==> src/rtl/nn_seq_pkg.sv <==
// Shared types and constants for the NN layer sequencer.
//   state_t         : sequencer FSM states
//   L_*             : layer index of each pipeline stage
//   SEL_NONE        : layer_sel / err_layer value meaning "no layer"
//   ERR_*           : err_code encodings
package nn_seq_pkg;

    typedef enum logic [2:0] {
        S_IDLE   = 3'd0,
        S_LAUNCH = 3'd1,
        S_WAIT   = 3'd2,
        S_GAP    = 3'd3,
        S_DONE   = 3'd4,
        S_ERROR  = 3'd5
    } state_t;

    localparam int unsigned L_CONV1 = 0;
    localparam int unsigned L_MP1   = 1;
    localparam int unsigned L_CONV2 = 2;
    localparam int unsigned L_CONV3 = 3;
    localparam int unsigned L_MP2   = 4;
    localparam int unsigned L_FC1   = 5;
    localparam int unsigned L_FC2   = 6;
    localparam int unsigned L_FC3   = 7;

    localparam logic [3:0] SEL_NONE = 4'hF;

    localparam logic [1:0] ERR_NONE     = 2'd0;
    localparam logic [1:0] ERR_TIMEOUT  = 2'd1;
    localparam logic [1:0] ERR_SPURIOUS = 2'd2;

endpackage

==> src/rtl/nn_seq_watchdog.sv <==
// Per-layer watchdog: saturating cycle counter with a registered expiry flag.
//   clk, rst : clock, asynchronous active-high reset
//   clr      : restart the count (held at zero this cycle)
//   en       : count one cycle
//   expired  : registered; high from the cycle in which the owner has spent
//              TIMEOUT_CYC enabled cycles, so the owner can act on that cycle
module nn_seq_watchdog #(
    parameter int unsigned TIMEOUT_CYC = 4000000,
    parameter int unsigned WD_W        = 23
) (
    input  logic clk,
    input  logic rst,
    input  logic clr,
    input  logic en,
    output logic expired
);

    // Flag one count early: the registered flag then lines up with the
    // TIMEOUT_CYC-th enabled cycle rather than the one after it.
    localparam logic [WD_W-1:0] THRESH = WD_W'(TIMEOUT_CYC - 1);

    logic [WD_W-1:0] cnt_q;
    logic [WD_W-1:0] cnt_d;

    // Next count: clear wins, otherwise count up and stick at all-ones.
    always_comb begin
        cnt_d = cnt_q;
        if (clr) begin
            cnt_d = '0;
        end else if (en && (cnt_q != {WD_W{1'b1}})) begin
            cnt_d = cnt_q + WD_W'(1);
        end
    end

    always_ff @(posedge clk or posedge rst) begin
        if (rst) begin
            cnt_q   <= '0;
            expired <= 1'b0;
        end else begin
            cnt_q   <= cnt_d;
            expired <= (cnt_d >= THRESH);
        end
    end

endmodule

==> src/rtl/nn_layer_sequencer.sv <==
// Central scheduler for the NN inference pipeline (ConV1 .. FC3).
// Starts each layer in turn, owns the shared-memory grant, and reports
// timeouts / spurious completions.
//   sys_clk, rst  : clock, asynchronous active-high reset
//   start_flag    : run request (rising edge only)
//   abort         : synchronous level abort, returns to idle
//   end_in        : per-layer one-cycle completion pulses
//   start_out     : per-layer one-cycle start pulses
//   grant         : one-hot memory ownership, zero when no owner
//   layer_sel     : binary index of granted layer, 4'hF when none
//   busy          : run in progress
//   end_flag      : run complete
//   error         : sticky error; err_layer / err_code describe it
//   cycle_count   : active cycles of the last or current run (saturating)
module nn_layer_sequencer
    import nn_seq_pkg::*;
#(
    parameter int unsigned NUM_LAYERS  = 8,
    parameter int unsigned TIMEOUT_CYC = 4000000,
    parameter int unsigned WD_W        = 23,
    parameter int unsigned CNT_W       = 32
) (
    input  logic                  sys_clk,
    input  logic                  rst,
    input  logic                  start_flag,
    input  logic                  abort,
    input  logic [NUM_LAYERS-1:0] end_in,
    output logic [NUM_LAYERS-1:0] start_out,
    output logic [NUM_LAYERS-1:0] grant,
    output logic [3:0]            layer_sel,
    output logic                  busy,
    output logic                  end_flag,
    output logic                  error,
    output logic [3:0]            err_layer,
    output logic [1:0]            err_code,
    output logic [CNT_W-1:0]      cycle_count
);

    localparam int unsigned        IDX_W    = (NUM_LAYERS > 1) ? $clog2(NUM_LAYERS) : 1;
    localparam logic [IDX_W-1:0]   LAST_IDX = IDX_W'(NUM_LAYERS - 1);

    state_t                  state_q, state_d;
    logic [IDX_W-1:0]        idx_q, idx_d;
    logic                    start_q;
    logic                    start_edge;

    logic [NUM_LAYERS-1:0]   start_out_d;
    logic [NUM_LAYERS-1:0]   grant_d;
    logic [3:0]              layer_sel_d;
    logic                    busy_d;
    logic                    end_flag_d;
    logic                    error_d;
    logic [3:0]              err_layer_d;
    logic [1:0]              err_code_d;
    logic [CNT_W-1:0]        cycle_count_d;

    logic                    spur_hit;
    logic [3:0]              spur_idx;

    logic                    wd_clr;
    logic                    wd_en;
    logic                    wd_expired;

    assign start_edge = start_flag & ~start_q;
    assign wd_clr     = (state_q == S_LAUNCH);
    assign wd_en      = (state_q == S_WAIT);

    nn_seq_watchdog #(
        .TIMEOUT_CYC (TIMEOUT_CYC),
        .WD_W        (WD_W)
    ) u_wd (
        .clk     (sys_clk),
        .rst     (rst),
        .clr     (wd_clr),
        .en      (wd_en),
        .expired (wd_expired)
    );

    // Next state, bookkeeping and registered-output values.
    always_comb begin
        state_d       = state_q;
        idx_d         = idx_q;
        err_layer_d   = err_layer;
        err_code_d    = err_code;
        cycle_count_d = cycle_count;
        spur_hit      = 1'b0;
        spur_idx      = SEL_NONE;
        start_out_d   = '0;
        grant_d       = '0;
        layer_sel_d   = SEL_NONE;
        busy_d        = 1'b0;

        // Scan downward so the lowest foreign end pulse is the one reported.
        for (int j = NUM_LAYERS - 1; j >= 0; j--) begin
            if (end_in[j] && (IDX_W'(j) != idx_q)) begin
                spur_hit = 1'b1;
                spur_idx = 4'(j);
            end
        end

        if ((state_q inside {S_LAUNCH, S_WAIT, S_GAP}) &&
            (cycle_count != {CNT_W{1'b1}})) begin
            cycle_count_d = cycle_count + CNT_W'(1);
        end

        case (state_q)
            S_IDLE, S_DONE: begin
                if (start_edge) begin
                    state_d       = S_LAUNCH;
                    idx_d         = '0;
                    cycle_count_d = '0;
                end
            end
            S_LAUNCH: begin
                state_d = S_WAIT;
            end
            S_WAIT: begin
                if (end_in[idx_q]) begin
                    state_d = (idx_q == LAST_IDX) ? S_DONE : S_GAP;
                end else if (spur_hit) begin
                    state_d     = S_ERROR;
                    err_code_d  = ERR_SPURIOUS;
                    err_layer_d = spur_idx;
                end else if (wd_expired) begin
                    state_d     = S_ERROR;
                    err_code_d  = ERR_TIMEOUT;
                    err_layer_d = 4'(idx_q);
                end
            end
            S_GAP: begin
                idx_d   = idx_q + IDX_W'(1);
                state_d = S_LAUNCH;
            end
            S_ERROR: begin
                state_d = S_ERROR;
            end
            default: begin
                state_d = S_IDLE;
            end
        endcase

        // Abort overrides everything; the run-cycle count is kept for readback.
        if (abort) begin
            state_d       = S_IDLE;
            err_layer_d   = SEL_NONE;
            err_code_d    = ERR_NONE;
            cycle_count_d = cycle_count;
        end

        // Outputs follow the state being entered so they are registered with it.
        case (state_d)
            S_LAUNCH: begin
                start_out_d[idx_d] = 1'b1;
                grant_d[idx_d]     = 1'b1;
                layer_sel_d        = 4'(idx_d);
                busy_d             = 1'b1;
            end
            S_WAIT: begin
                grant_d[idx_d] = 1'b1;
                layer_sel_d    = 4'(idx_d);
                busy_d         = 1'b1;
            end
            S_GAP: begin
                busy_d = 1'b1;
            end
            default: begin
                busy_d = 1'b0;
            end
        endcase

        end_flag_d = (state_d == S_DONE);
        error_d    = (state_d == S_ERROR);
    end

    // State and output registers. start_q resets high so a start_flag that is
    // already asserted across reset must drop and rise again to start a run.
    always_ff @(posedge sys_clk or posedge rst) begin
        if (rst) begin
            state_q     <= S_IDLE;
            idx_q       <= '0;
            start_q     <= 1'b1;
            start_out   <= '0;
            grant       <= '0;
            layer_sel   <= SEL_NONE;
            busy        <= 1'b0;
            end_flag    <= 1'b0;
            error       <= 1'b0;
            err_layer   <= SEL_NONE;
            err_code    <= ERR_NONE;
            cycle_count <= '0;
        end else begin
            state_q     <= state_d;
            idx_q       <= idx_d;
            start_q     <= start_flag;
            start_out   <= start_out_d;
            grant       <= grant_d;
            layer_sel   <= layer_sel_d;
            busy        <= busy_d;
            end_flag    <= end_flag_d;
            error       <= error_d;
            err_layer   <= err_layer_d;
            err_code    <= err_code_d;
            cycle_count <= cycle_count_d;
        end
    end

endmodule

==> config.mk <==
export PLATFORM = sky130hd
export DESIGN_NAME = nn_layer_sequencer
export DESIGN_NICKNAME = d
export VERILOG_FILES = /design/src/rtl/nn_seq_pkg.sv /design/src/rtl/nn_seq_watchdog.sv /design/src/rtl/nn_layer_sequencer.sv
export SDC_FILE = /design/constraint.sdc
export NUM_CORES = 1
export LEC_CHECK = 0
export ABC_CLOCK_PERIOD_IN_PS = 3600
export CORE_MARGIN = 5
export CORE_UTILIZATION = 30
export DETAILED_ROUTE_END_ITERATION = 12
export PLACE_DENSITY_LB_ADDON = 0.12
export SLEW_MARGIN = 25
export SYNTH_ARGS = -nofsm -noshare
export SYNTH_HDL_FRONTEND = slang
export SYNTH_SLANG_ARGS = --single-unit
==> constraint.sdc <==
create_clock -name sys_clk -period 3.6 [get_ports sys_clk]
set_input_delay 0.72 -clock sys_clk [delete_from_list [all_inputs] [get_ports sys_clk]]
set_output_delay 0.72 -clock sys_clk [all_outputs]
set_load 0.01 [all_outputs]
==> reports/metrics.csv, run 1 <==
metric;value;unit
DR vias;4050;
Starting Density;30.8;%
total of max-cap violations;0;
CP Buf/Inv Count;2;
post-synthesis cell count;521;
Leakage Power;2.46;nW
Slew @ Worst Pin;0.611;ns
area leader, netlist;dfrtp_1;
pin count of the biggest net entering global routing;48;
ANT nets after route;0;
synth cell count leaders;dfrtp_1 (83), nor2_1 (70), nand2_1 (53);
diode count;0;
core area;15900;um^2
critical path type;in -> reg;
CP Max Fanout;12;
Vias/cell;4.97;
Post-Syn Nets;541;
CTS hold repair buffers;0;
placed cells;799;
routed length per instance;15.7;um
vias in the first global route;4090;
Synth warnings;0;
Tightest Hold Check Type;reg -> reg;
syn avg cell area;9.41;um^2
Fin Clk Skew;0.00670;ns
die height;138;um
Slowest Stage Delay on Critical Path;0.58;ns
Final Max Slew Viols;0;
number of synthesized register bits;92;
Num Clock Sinks;92;
RSZ-0062 raised after global routing;false;
Top delay family on crit path;compound AO/OA/AOI/OAI gates;
DR iter-0 viols;213;
die area;19000;um^2
Tmin final;3.15;ns
Post-synth top flop;dfrtp_1;
max_slew headroom;59.2;%
CP endpoint kind;register;
# IOs;73;
worst endpoint required time;3.89;ns
Row Count;46;
CTS Buf Count;9;
port buffer count;72;
CTS Root Cell;clkbuf_16;
CP max stage cell;mux4_1;
Worst-path clk slew;0.07;ns
Synth Cell Area;4900;um^2
Sum Neg Setup Slack;0;ns
Synth area leaders;dfrtp_1 (42%), nor2_1 (5.4%), xnor2_1 (5.0%);
DRC;0;
CTS resizes;0;
first-pass GRT wire length;21000;um
PD cells;391;nW/um^2
# nets final;614;
Synth top area share;42.3;%
Post-synth EDFFs;0;
Yosys cell types;64;
peak supply drop;243;uV
routability cong.;0.844;
share of layout cells above drive strength 1;9.35;%
initial antenna violation count;0;
Worst-Skew Late Latency;0.35;ns
fin cells;815;
fmax;318;MHz
final setup violating endpoints;0;
fin crit share;87.5;%
most common cell in the netlist;dfrtp_1;
H-tree depth;3;
Syn-to-layout area delta;25.8;%
final hold violation count;0;
post-synthesis sequential area ratio;47.2;%
GRT Overall Usage;14.1;%
Setup Fix Bufs, Post-CTS;0;
Final Util;38.7;%
HPWL after DPL;9150;um
CTS tree;built;
Routed WL;12800;um
status;finished clean;
total grt overflow;0;
Max Root-Sink Buffers;2;
Die Width;138;um
Worst Path Arrival;3.44;ns
Post-synth ARST share;100;%
Critical Path Start Type;primary input;
Cell Chain, Critical Path;clkdlybuf4s50_1 -> mux4_1 -> mux2i_4 -> nand3_1 -> a41oi_1 -> inv_2 -> o221ai_4 -> a21boi_2 -> nand2b_1;
drt first pass iters;4;
-- layout by cell type (no fill, tap or decap), types with 7 or more instances in the layout --
| master | n |
|---|---|
| nand3_1 | 20 |
| nor3_1 | 28 |
| ha_1 | 8 |
| xnor2_1 | 28 |
| and2_1 | 9 |
| dfstp_2 | 9 |
| clkbuf_16 | 9 |
| dfrtp_1 | 83 |
| nand2b_1 | 9 |
| inv_1 | 23 |
| clkdlybuf4s50_1 | 72 |
| nand4_1 | 13 |
| nor2_1 | 69 |
| nand2_1 | 53 |
| xor2_1 | 13 |
| nor4_1 | 8 |
| buf_4 | 7 |
| a21oi_1 | 24 |
| or3_1 | 11 |
| o21ai_0 | 17 |
-- state kept, by name, indices dropped and copies added, names as in the netlist --
register	cells
grant	8
u_wd.expired	1
error	1
state_q	3
start_q	1
err_code	2
end_flag	1
idx_q	3
u_wd.cnt_q	23
layer_sel	4
err_layer	4
cycle_count	32
start_out	8
busy	1
-- final cells by class --
type	count	area (um^2)
Inverter	26	100
Sequential cell	92	2310
Tap cell	216	270
Clock inverter	7	70.1
Clock buffer	9	225
Timing Repair Buffer	80	793
Multi-Input combinational cell	385	2400
Fill cell	1579	9770
-- stage by stage --
step                area (um^2)  hold slack, ns  power (W)  worst slack (ns)
floorplan                  4900           0.509    0.00135             0.503
global placement           5880           0.506    0.00149             0.190
detailed placement         5880           0.507    0.00150            0.0794
CTS                        6170           0.517    0.00245             0.454
global route               6170           0.524    0.00253             0.231
finish                     6170           0.513    0.00241             0.451
-- logic make-up after synthesis --
family                   Yosys count  share of synthesized area, %
AO/OA/AOI/OAI                     74                          10.4
XOR/XNOR                          41                          7.32
adder cells (fa/ha/maj)            8                          2.04
buffers and inverters             44                          3.95
flip-flops                        92                          47.2
multiplexers                       5                          1.96
AND/OR/NAND/NOR                  257                          27.2
-- worst paths after layout --
kind	from	end	slack [ns]	depth (start not counted)
max	end_in[5]	layer_sel[1]	0.45	9
min	err_layer[3]	err_layer[3]	0.51	1
max reg2reg	idx_q[0]	layer_sel[1]	0.56	10
min reg2reg	err_layer[3]	err_layer[3]	0.51	1
max in group asynchronous	rst	cycle_count[15]	2.13	3
min in group asynchronous	rst	u_wd.cnt_q[21]	0.81	2
-- power breakdown --
| part | total, W | leakage (nW) | internal [W] | switching, W |
|---|---|---|---|---|
| Combinational | 0.000335 | 1.08 | 0.000150 | 0.000185 |
| Sequential | 0.00114 | 1.25 | 0.00109 | 0.0000491 |
| Clock | 0.000941 | 0.141 | 0.000486 | 0.000456 |
-- routing by layer --
layer	up-vias	part of all wire [%]	routed length [um]	track usage [%]
li1	1964	-	-	-
met1	1977	48	6190	19.4
met2	93	45	5740	21.9
met3	16	5.4	685	3.59
met4	0	1.3	171	4.23
met5	-	0	0	0
No activity file was read; power rests on OpenSTA's default activity.
==> run 2: changes to the inputs <==
- CTS_BUF_LIST: unset -> sky130_fd_sc_hd__clkbuf_16
==> results of run 2 <==
The final DEF is identical to that of run 1; final timing and power are the same.
==> run 3: changes to the inputs <==
- CORE_UTILIZATION: 30 -> 35
==> reports/metrics.csv, run 3 (synthesis results as in run 1) <==
metric;value;unit;change
status;finished clean;;
Top delay family on crit path;compound AO/OA/AOI/OAI gates;;
CTS resizes;0;;unchanged
fmax;318;MHz;+0.12%
die area;16500;um^2;-13%
Slowest Stage Delay on Critical Path;0.57;ns;about the same
first-pass GRT wire length;19600;um;-6.9%
vias in the first global route;3988;;-2.5%
Setup Fix Bufs, Post-CTS;0;;unchanged
DR iter-0 viols;218;;+2.3%
power consumption;0.00240;W;-0.34%
commonest cells after routing, fill and taps aside;dfrtp_1 (83), clkdlybuf4s50_1 (72), nor2_1 (69);;
diode count;0;;unchanged
PD cells;393;nW/um^2;+0.55%
CP Buf/Inv Count;1;;-1
Reg with most FFs;cycle_count;;
Max Root-Sink Buffers;2;;unchanged
Row Count;43;;-6.5%
H-tree depth;3;;unchanged
Worst Path Arrival;3.35;ns;-0.09 ns
CTS Buf Count;9;;unchanged
Syn-to-layout area delta;24.7;%;
Sum Neg Setup Slack;0;ns;unchanged
# IOs;73;;unchanged
GRT Overall Usage;14.7;%;+0.62 points
CP endpoint kind;register;;
peak supply drop;216;uV;-11%
commonest non-fill, non-tap cell in the layout;dfrtp_1;;
DR vias;3985;;-1.6%
Die Width;128;um;-6.9%
Num Clock Sinks;92;;unchanged
port buffer count;72;;unchanged
Critical Path Start Type;primary input;;
DRC;0;;unchanged
CTS Root Cell;clkbuf_16;;
storage element area;2310;um^2;unchanged
Worst-path clk slew;0.07;ns;about the same
# nets final;613;;-0.16%
CP max stage cell;mux4_1;;
HPWL after DPL;8310;um;-9.1%
CP Depth;9;;unchanged
final setup violating endpoints;0;;unchanged
share of layout cells above drive strength 1;8.86;%;-0.49 points
fin crit share;87.4;%;-0.11 points
core area;13800;um^2;-13%
Tightest Hold Check Type;reg -> reg;;
Slew @ Worst Pin;0.535;ns;-0.0768 ns
Fin Clk Skew;0.0106;ns;+0.00387 ns
routability cong.;0.845;;about the same
Worst-Skew Late Latency;0.34;ns;about the same
ANT nets after route;0;;unchanged
pin count of the biggest net entering global routing;93;;+94%
CTS hold repair buffers;0;;unchanged
biggest regs;cycle_count x32, u_wd.cnt_q x23;;
Reg2Reg Depth;10;;unchanged
routed length per instance;15.0;um;-4.4%
total of max-cap violations;0;;unchanged
Final Max Slew Viols;0;;unchanged
# fillers;1348;;-15%
die height;128;um;-6.9%
Leakage Power;2.47;nW;about the same
total grt overflow;0;;unchanged
drt first pass iters;4;;unchanged
Routed WL;11700;um;-8.8%
Starting Density;35.5;%;+4.7 points
hold path depth;1;;unchanged
final hold violation count;0;;unchanged
multi-input logic area;2400;um^2;unchanged
CP Max Fanout;12;;unchanged
Cell Chain, Critical Path;clkdlybuf4s50_1 -> mux4_1 -> mux2i_4 -> nor2_2 -> a31oi_4 -> a21oi_2 -> o221ai_4 -> a21boi_2 -> nor3_1;;
Reg2Reg Setup Slack;0.53;ns;-0.03 ns
RSZ-0062 raised after global routing;false;;
Vias/cell;5.12;;+3.1%
CTS tree;built;;
Largest register FFs;32;;unchanged
initial antenna violation count;0;;unchanged
Tmin final;3.14;ns;-0.00392 ns
critical path type;in -> reg;;
max_slew headroom;64.0;%;+4.8 points
worst endpoint required time;3.81;ns;-0.08 ns
-- run 3: report_power, final --
part | switching [W] | leakage (nW) | internal, W | total [W]
registers | 0.0000467 | 1.25 | 0.00109 | 0.00113
clock network | 0.000404 | 0.149 | 0.000537 | 0.000941
logic | 0.000180 | 1.07 | 0.000149 | 0.000328
total | 0.000631 | 2.47 | 0.00177 | 0.00240
-- run 3: final cells by class --
cell class / instances / share of cell area [%]
sequential: 92 / 37.8
timing repair buffer: 79 / 12.8
multi-input combinational: 385 / 39.2
inverter: 26 / 1.62
clock buffer: 9 / 3.68
tap: 180 / 3.68
clock inverter: 7 / 1.12
-- run 3: path summary, 6_finish.rpt --
kind                               from        endpoint
setup / recovery              end_in[5]        grant[7]
hold / removal             err_layer[3]    err_layer[3]
setup reg to reg               idx_q[0]        grant[7]
hold reg to reg            err_layer[3]    err_layer[3]
max in group asynchronous           rst    layer_sel[0]
min in group asynchronous           rst  u_wd.cnt_q[12]
-- run 3: per-layer routing --
metal / track usage [%] / part of all wire [%]
met5: 0 / 0
met2: 23.7 / 47
met4: 5.74 / 1.4
met1: 19.7 / 47
met3: 2.57 / 4.1
-- run 3: metrics by stage --
step                      instances  hold WS, ns  cell area, um^2  setup slack (ns)  util, %
after detailed placement        762        0.503             5820            0.0865     42.1
after global routing            778        0.540             6120             0.212     44.2
after floorplan                 521        0.509             4900             0.503        -
after global placement          762        0.509             5820             0.171     42.1
after CTS                       778        0.519             6120             0.448     44.2
final                           778        0.515             6120             0.455     44.2
